--- config.mk ---
export PLATFORM = sky130hd
export DESIGN_NAME = fnd_scan_controller
export DESIGN_NICKNAME = d
export VERILOG_FILES = /design/src/rtl/fnd_scan_controller.sv
export SDC_FILE = /design/constraint.sdc
export NUM_CORES = 1
export LEC_CHECK = 0
export ABC_CLOCK_PERIOD_IN_PS = 9600
export CORE_ASPECT_RATIO = 0.6
export CORE_MARGIN = 2
export CORE_UTILIZATION = 48
export DETAILED_ROUTE_END_ITERATION = 7
export GPL_ROUTABILITY_DRIVEN = 0
export PLACE_DENSITY = 0.75
export SYNTH_ARGS = -nofsm -noshare
export SYNTH_HDL_FRONTEND = slang
export SYNTH_SLANG_ARGS = --single-unit
--- constraint.sdc ---
create_clock -name clk_i -period 9.6 [get_ports clk_i]
set_input_delay 1.92 -clock clk_i [delete_from_list [all_inputs] [get_ports clk_i]]
set_output_delay 1.92 -clock clk_i [all_outputs]
set_load 0.02 [all_outputs]
--- src/rtl/fnd_scan_controller.sv ---
// fnd_scan_controller
// Time-multiplexed driver for a 4-digit common-anode 7-segment display.
// A prescaler paces the digit scan; the display inputs are captured once per
// frame so a value can never tear across digits. Leading-zero blanking,
// per-digit decimal points and per-digit blink are applied per slot.
//
// Ports
//   clk_i         system clock, rising edge
//   reset_ni      synchronous active-low reset
//   bcd_i         packed BCD, [3:0] = digit 0 (rightmost), nibbles 10..15 show A..F
//   dp_en_i       decimal point enable, bit i = digit i
//   blank_lz_i    1 enables leading-zero blanking
//   blink_mask_i  1 makes digit i blink
//   seg_7_o       active-low segments {p,g,f,e,d,c,b,a}
//   com_o         active-low one-hot digit commons, bit i = digit i
module fnd_scan_controller #(
  parameter int unsigned SCAN_DIV    = 100000,
  parameter int unsigned BLINK_SCANS = 125
) (
  input  logic        clk_i,
  input  logic        reset_ni,
  input  logic [15:0] bcd_i,
  input  logic [3:0]  dp_en_i,
  input  logic        blank_lz_i,
  input  logic [3:0]  blink_mask_i,
  output logic [7:0]  seg_7_o,
  output logic [3:0]  com_o
);

  localparam int unsigned PW = $clog2(SCAN_DIV);
  localparam int unsigned FW = $clog2(BLINK_SCANS) + 1;
  localparam logic [PW-1:0] PRE_LAST   = PW'(SCAN_DIV - 1);
  localparam logic [FW-1:0] FRAME_LAST = FW'(BLINK_SCANS - 1);

  logic [PW-1:0] prescaler_q, prescaler_d;
  logic [1:0]    digitIdx_q, digitIdx_d;
  logic [FW-1:0] frameCnt_q, frameCnt_d;
  logic          phase_q, phase_d;
  logic [15:0]   bcdSnap_q, bcdSnap_d;
  logic [3:0]    dpSnap_q, dpSnap_d;
  logic          blankSnap_q, blankSnap_d;
  logic [3:0]    blinkSnap_q, blinkSnap_d;
  logic          phaseSnap_q, phaseSnap_d;
  logic [7:0]    seg_q, seg_d;
  logic [3:0]    com_q, com_d;

  logic       tick;
  logic       frameStart;
  logic [3:0] nibble;
  logic [3:0] blankVec;
  logic [7:0] segNext;

  function automatic logic [6:0] glyph7(input logic [3:0] n);
    case (n)
      4'h0:    glyph7 = 7'h40;
      4'h1:    glyph7 = 7'h79;
      4'h2:    glyph7 = 7'h24;
      4'h3:    glyph7 = 7'h30;
      4'h4:    glyph7 = 7'h19;
      4'h5:    glyph7 = 7'h12;
      4'h6:    glyph7 = 7'h02;
      4'h7:    glyph7 = 7'h58;
      4'h8:    glyph7 = 7'h00;
      4'h9:    glyph7 = 7'h18;
      4'hA:    glyph7 = 7'h08;
      4'hB:    glyph7 = 7'h03;
      4'hC:    glyph7 = 7'h46;
      4'hD:    glyph7 = 7'h21;
      4'hE:    glyph7 = 7'h06;
      default: glyph7 = 7'h0E;
    endcase
  endfunction

  always_comb begin
    tick        = (prescaler_q == PRE_LAST);
    frameStart  = tick && (digitIdx_q == 2'd3);
    prescaler_d = tick ? '0 : prescaler_q + PW'(1);
    digitIdx_d  = tick ? digitIdx_q + 2'd1 : digitIdx_q;

    // The _d snapshot values double as the "effective" frame values, so
    // digit 0 on the frame-start edge already sees the freshly captured inputs.
    bcdSnap_d   = frameStart ? bcd_i        : bcdSnap_q;
    dpSnap_d    = frameStart ? dp_en_i      : dpSnap_q;
    blankSnap_d = frameStart ? blank_lz_i   : blankSnap_q;
    blinkSnap_d = frameStart ? blink_mask_i : blinkSnap_q;

    // The blink phase for a whole frame is the phase before this frame's
    // counter update, so every slot of one frame agrees on visibility.
    phaseSnap_d = frameStart ? phase_q : phaseSnap_q;
    frameCnt_d  = frameCnt_q;
    phase_d     = phase_q;
    if (frameStart) begin
      if (frameCnt_q == FRAME_LAST) begin
        frameCnt_d = '0;
        phase_d    = ~phase_q;
      end else begin
        frameCnt_d = frameCnt_q + FW'(1);
      end
    end

    nibble = bcdSnap_d[{digitIdx_d, 2'b00} +: 4];

    // A digit is a leading zero when it and every higher nibble are zero.
    blankVec[3] = (bcdSnap_d[15:12] == 4'h0);
    blankVec[2] = blankVec[3] && (bcdSnap_d[11:8] == 4'h0);
    blankVec[1] = blankVec[2] && (bcdSnap_d[7:4] == 4'h0);
    blankVec[0] = 1'b0;
    blankVec    = blankVec & {4{blankSnap_d}};

    if (!phaseSnap_d && blinkSnap_d[digitIdx_d]) begin
      segNext = 8'hFF;
    end else if (blankVec[digitIdx_d]) begin
      segNext = {~dpSnap_d[digitIdx_d], 7'h7F};
    end else begin
      segNext = {~dpSnap_d[digitIdx_d], glyph7(nibble)};
    end

    com_d = tick ? ~(4'b0001 << digitIdx_d) : com_q;
    seg_d = tick ? segNext : seg_q;
  end

  always_ff @(posedge clk_i) begin
    if (!reset_ni) begin
      prescaler_q <= '0;
      digitIdx_q  <= 2'd3;
      frameCnt_q  <= '0;
      phase_q     <= 1'b1;
      bcdSnap_q   <= '0;
      dpSnap_q    <= '0;
      blankSnap_q <= 1'b0;
      blinkSnap_q <= '0;
      phaseSnap_q <= 1'b1;
      seg_q       <= 8'hFF;
      com_q       <= 4'hF;
    end else begin
      prescaler_q <= prescaler_d;
      digitIdx_q  <= digitIdx_d;
      frameCnt_q  <= frameCnt_d;
      phase_q     <= phase_d;
      bcdSnap_q   <= bcdSnap_d;
      dpSnap_q    <= dpSnap_d;
      blankSnap_q <= blankSnap_d;
      blinkSnap_q <= blinkSnap_d;
      phaseSnap_q <= phaseSnap_d;
      seg_q       <= seg_d;
      com_q       <= com_d;
    end
  end

  assign seg_7_o = seg_q;
  assign com_o   = com_q;

endmodule

# ---- Word-level counts from Yosys, hierarchy flattened
# Memory sizes are Yosys's and may differ from the RTL's.
# Cells that the tools add are included.
dict set report totals {
  reg_bits 66
  romBits 112
  in_bits 27
  output_inout_bits 12
  word_cells 51
  mem_count 1
}
dict set report classes {
  add_sub_neg 3
  order_cmp 1
  eq_ne 3
  shift 2
  n_mux 15
  bitwise 5
  n_reduce_logical 10
}
# name words width rd rd_ports_with_merged_regs write_ports line_no
set memory_table {}
lappend memory_table {{(name not given)} 16 7 1 0 0 54} ;# case (n)
# cell count
set op_table {}
lappend op_table {{adder 17 x 1 -> 17 bit, second input constant} 1}
lappend op_table {{== test 17 bit, second input constant} 1}
lappend op_table {{2-to-1 mux 16 bit} 1}
lappend op_table {{2-to-1 mux 8 bit} 2}
lappend op_table {{indexed part select 16 x 5 -> 4 bit} 1}
lappend op_table {{logical NOT 4 bit} 3}
lappend op_table {{adder 8 x 1 -> 8 bit, second input constant} 1}
lappend op_table {{== test 8 x 7 -> 1 bit, second input constant} 1}
lappend op_table {{2-to-1 mux 4 bit} 2}
lappend op_table {{2-to-1 mux 7 bit} 1}
lappend op_table {{binary-select mux 1 bit (select 2 bit)} 3}
lappend op_table {{2-to-1 mux 1 bit} 5}
lappend op_table {{bitwise AND 4 bit} 1}
lappend op_table {{logical AND 1 bit} 4}
lappend op_table {{inverter 4 bit} 1}
lappend op_table {{<< shifter 1 x 2 -> 4 bit, first input constant} 1}
lappend op_table {{< comparator 2 x 3 -> 1 bit, second input constant} 1}
lappend op_table {{inverter 1 bit} 3}
lappend op_table {{adder 2 x 1 -> 2 bit, second input constant} 1}
lappend op_table {{== test 2 bit, second input constant} 1}
lappend op_table {{2-to-1 mux 2 bit} 1}
lappend op_table {{AND reduction 2 bit} 1}
lappend op_table {{OR reduction 2 bit} 1}
lappend op_table {{logical NOT 1 bit} 1}

# ---- Depth between registers and ports, before layout
dict set report logic_depth {
  depth_word 11
  depth_mapped 16
  mapped_depth_nobuf 14
}

# ---- Worst setup path after synthesis
# OpenSTA, ideal clock, no wires.
dict set report synth_timing {
  path_type {input to register}
  startpoint {in bcd_i[9]}
  endpoint {reg seg_q[3], in the netlist seg_7_o[3]}
  setup_time_ns 0.128
  arrival_ns 3.559
  required_ns 9.472
  slack_ns 5.913
  cell_stages 7
  n_path_buf 0
  path_cell_list {mux4_2 o21ai_0 ha_1 nor3b_1 a31oi_1 o311ai_1 a21oi_1}
}
dict set report synth_between {
  elab_chain_len 9
  elab_cells_between_ends 11
}
# element line_no
set synth_lines {}
lappend synth_lines {{start, declared} 22} ;# input logic [15:0] bcd_i,
lappend synth_lines {{2-to-1 mux 16 bit *} 82} ;# bcdSnap_d = frameStart ? bcd_i : bcdSnap_q;
lappend synth_lines {{branches (longest 6 deep; another with memory read (16 x 7 bit))} n/a}
lappend synth_lines {{2-to-1 mux 7 bit *} 112} ;# end else if (blankVec[digitIdx_d]) begin
lappend synth_lines {{2-to-1 mux 8 bit *} 110} ;# if (!phaseSnap_d && blinkSnap_d[digitIdx_d]) begin
lappend synth_lines {{end signal, assigned} 145} ;# seg_q <= seg_d;
lappend synth_lines {{end, declared} 44} ;# logic [7:0] seg_q, seg_d;
# Every way passes the cells marked *. The select of a mux whose other input is x is not followed.
# A chain may end at the register's enable or synchronous reset.

# ---- Worst setup path after layout
# Ends and elaborated chain as after synthesis.

==> reports/qor.txt <==
Hold Path Class: reg -> reg
Leak: 1.57 nW
Worst Reg-to-Reg Cells: 9
Die Wd: 116 um
area leader, netlist: dfxtp_1
Die ar.: 8210 sq um
Slew Viols, Final: 0
CP Class: in -> reg
fmax: 235 MHz
worst path arrival time: 4.48 ns
Core ar.: 7270 sq um
Avg WL per Cell: 15.4 um
outcome: completed
CTS buffer count: 9
Initial Util: 49.4%
worst hold path startpoint: dpSnap_q[2]
port bufs: 38
Setup WS post-layout: 5.34 ns
largest net degree at the start of global routing: 42
clock sinks: 66
sequential-to-total area share from yosys stat: 36.8%
remaining antenna violation count: 0
H-tree Lvls: 3
CP Max Fanout: 6
CTS tree: built
Hold Vio Cnt, Final: 0
Synth Warn #: 0
clock root cell: clkbuf_16
Post-CTS Hold Buffers: 0
WHS Path Cells: 2
I/O pins: 39
Post-CTS Setup Inserts: 0
top post-synthesis cells by area: dfxtp_1 (37%), nand2_1 (9.0%), a21boi_0 (5.4%)
vias in the first global route: 2762
RR Startpoint: digitIdx_q[0]
overall global routing resource usage: 22.2%
final period utilization: 44.4%
post-CTS sizing: 0
post-synthesis cell count: 432
Max-cap violations: 0
Pwr Density: 148 nW/um^2
Tmin final: 4.26 ns
first-pass GRT wire length: 14200 um
pre-CTS setup slack: 5.04 ns
Unique masters post-synth: 58
DRT iter0 DRCs: 235
Netlist Area Pre-Place: 3590 sq um
Routed WL: 8710 um
Synthesized Nets: 468
maximum VDD drop: 86.6 uV
Congestion Overflow GR: 0
Pre-Repair DR Iteration Count: 5
vias: 3171
Synth top area share: 36.8%
Worst-path clk slew: 0.05 ns
Worst R2R End: seg_7_o[3]
R2R Setup Slk: 5.56 ns
Post-synth EDFFs: 0
Worst-Skew Late Latency: 0.33 ns
crit path from: bcd_i[9]
total power after layout: 0.640 mW
Seq cells post-synth: 66
fraction of layout cells with a size suffix above 1: 8.64%
CP Capture Type: flop
DR DRC count: 0
Final Util: 59.5%
pin slew with the least headroom to its limit: 0.919 ns
Final HPWL DP: 6110 um
FP Rows: 24
top_reg_cell synth: dfxtp_1
initial antenna violation count: 0
Setup TNS: 0 ns
final setup violation count: 0
die outline height: 71.0 um
vias per cell: 5.59
relative slew slack: 38.3%
diode count: 0
P&R area growth vs syn: 20.5%
worst hold path endpoint: dpSnap_q[2]
RSZ-0062 raised after global routing: false
fraction of registers with async set or reset after synthesis: 0%
mean post-synth cell area: 8.31 sq um
CTS max path bufs: 2
Final Skew: 0.00544 ns
# nets final: 495
crit start category: input port
Critical Path RT: 9.81 ns
[critical path: stages]
cell and delay (ns):
clkdlybuf4s50_1 0.46, mux4_2 0.50, o21ai_0 0.64, inv_1 0.21
ha_1 0.29, nor3b_1 0.20, a31oi_1 0.06, o311ai_1 0.10
a21oi_1 0.09
[registers in the layout (all words and copies together) (netlist names)]
signal	cells
phase_q	1
blankSnap_q	1
blinkSnap_q	4
phaseSnap_q	1
prescaler_q	17
bcdSnap_q	16
dpSnap_q	4
seg_7_o	8
com_o	4
frameCnt_q	8
digitIdx_q	2
[report_power, final]
| group | leakage (nW) | internal [mW] | switching, mW | total, mW |
|---|---|---|---|---|
| logic | 0.887 | 0.0138 | 0.0101 | 0.0239 |
| registers | 0.533 | 0.275 | 0.00106 | 0.276 |
| clock network | 0.151 | 0.224 | 0.116 | 0.340 |
| total | 1.57 | 0.513 | 0.127 | 0.640 |
[cells by family (layout without fill, tap and decap cells)]
| group | Yosys count | in the layout | synth area share (%) |
|---|---|---|---|
| xor gates and xnor gates | 24 | 24 | 5.86 |
| muxes | 21 | 21 | 7.50 |
| AOI/OAI and AO/OA | 75 | 75 | 14.5 |
| and+or+nand+nor | 204 | 204 | 28.4 |
| DFF | 66 | 66 | 36.8 |
| buffers and inverters | 33 | 64 | 3.80 |
| adders and majority gates | 9 | 9 | 3.14 |
[synthesized netlist by cell type (2+ instances only)]
master / n
o31a_1: 2
a21oi_2: 2
buf_2: 4
dfxtp_1: 66
xnor2_1: 9
mux2i_1: 12
nand2_1: 86
ha_1: 9
nor2b_1: 3
nand2b_1: 2
o21a_1: 3
nand2_2: 2
nand3_1: 17
a211oi_1: 5
or3_1: 3
o21ai_0: 16
nor4_1: 5
a21oi_1: 5
buf_1: 4
inv_1: 8
mux4_2: 4
nor3b_1: 6
a31oi_1: 5
or4_1: 2
nor3_1: 9
clkbuf_1: 16
xor2_1: 15
nor2_1: 38
nand4_1: 7
and3_1: 8
a21boi_0: 26
and2_1: 4
mux2_2: 4
[area by class of cell]
type                    count  area, sq um
multi-input cells         333         2130
clock buffers               9          225
clock inverters             6         82.6
repair buffers             41          403
fillers                   634         2940
well taps                 104          130
flip-flops and latches     66         1320
inverters                   8         30.0
[cell usage in the layout (no fill, tap or decap), drive strengths merged, types with 4 or more instances in the layout]
cell type	Yosys	layout
nand2	88	88
dfxtp	66	66
nor2	38	38
clkdlybuf4s50	0	38
a21boi	26	26
nand3	17	17
o21ai	17	17
xor2	15	15
mux2i	13	13
nor3	10	10
xnor2	9	9
ha	9	9
clkbuf	16	9
inv	8	8
and3	8	8
nand4	8	8
a21oi	7	7
nor3b	6	6
nor4	6	6
a211oi	5	5
a31oi	5	5
mux4	4	4
mux2	4	4
and2	4	4
[stage by stage]
stage / hold WS, ns / area [sq um] / instances
after floorplan: 0.430 / 3590 / 432
after global placement: 0.446 / 4020 / 552
after detailed placement: 0.456 / 4020 / 552
after CTS: 0.464 / 4320 / 567
after global routing: 0.485 / 4320 / 567
final: 0.462 / 4320 / 567
[worst max path at each step]
stage                             to  slack (ns)  cells past startpoint
final                     seg_7_o[3]        5.34                      9
after global routing      seg_7_o[3]        5.20                      9
after CTS                 seg_7_o[3]        5.40                      9
after detailed placement  seg_7_o[3]        5.04                      9
after global placement    seg_7_o[3]        5.18                      8
after floorplan           seg_7_o[3]        5.91                      7
[layer usage]
layer  share of wire [%]  global-route usage, %  vias up
li1                    -                      -     1568
met1                  50                   34.3     1459
met2                  41                   29.9      132
met3                 7.9                   6.00       12
met4                 1.3                   6.48        0
met5                   0                      0        -
Power figures use the tool's default switching activity.
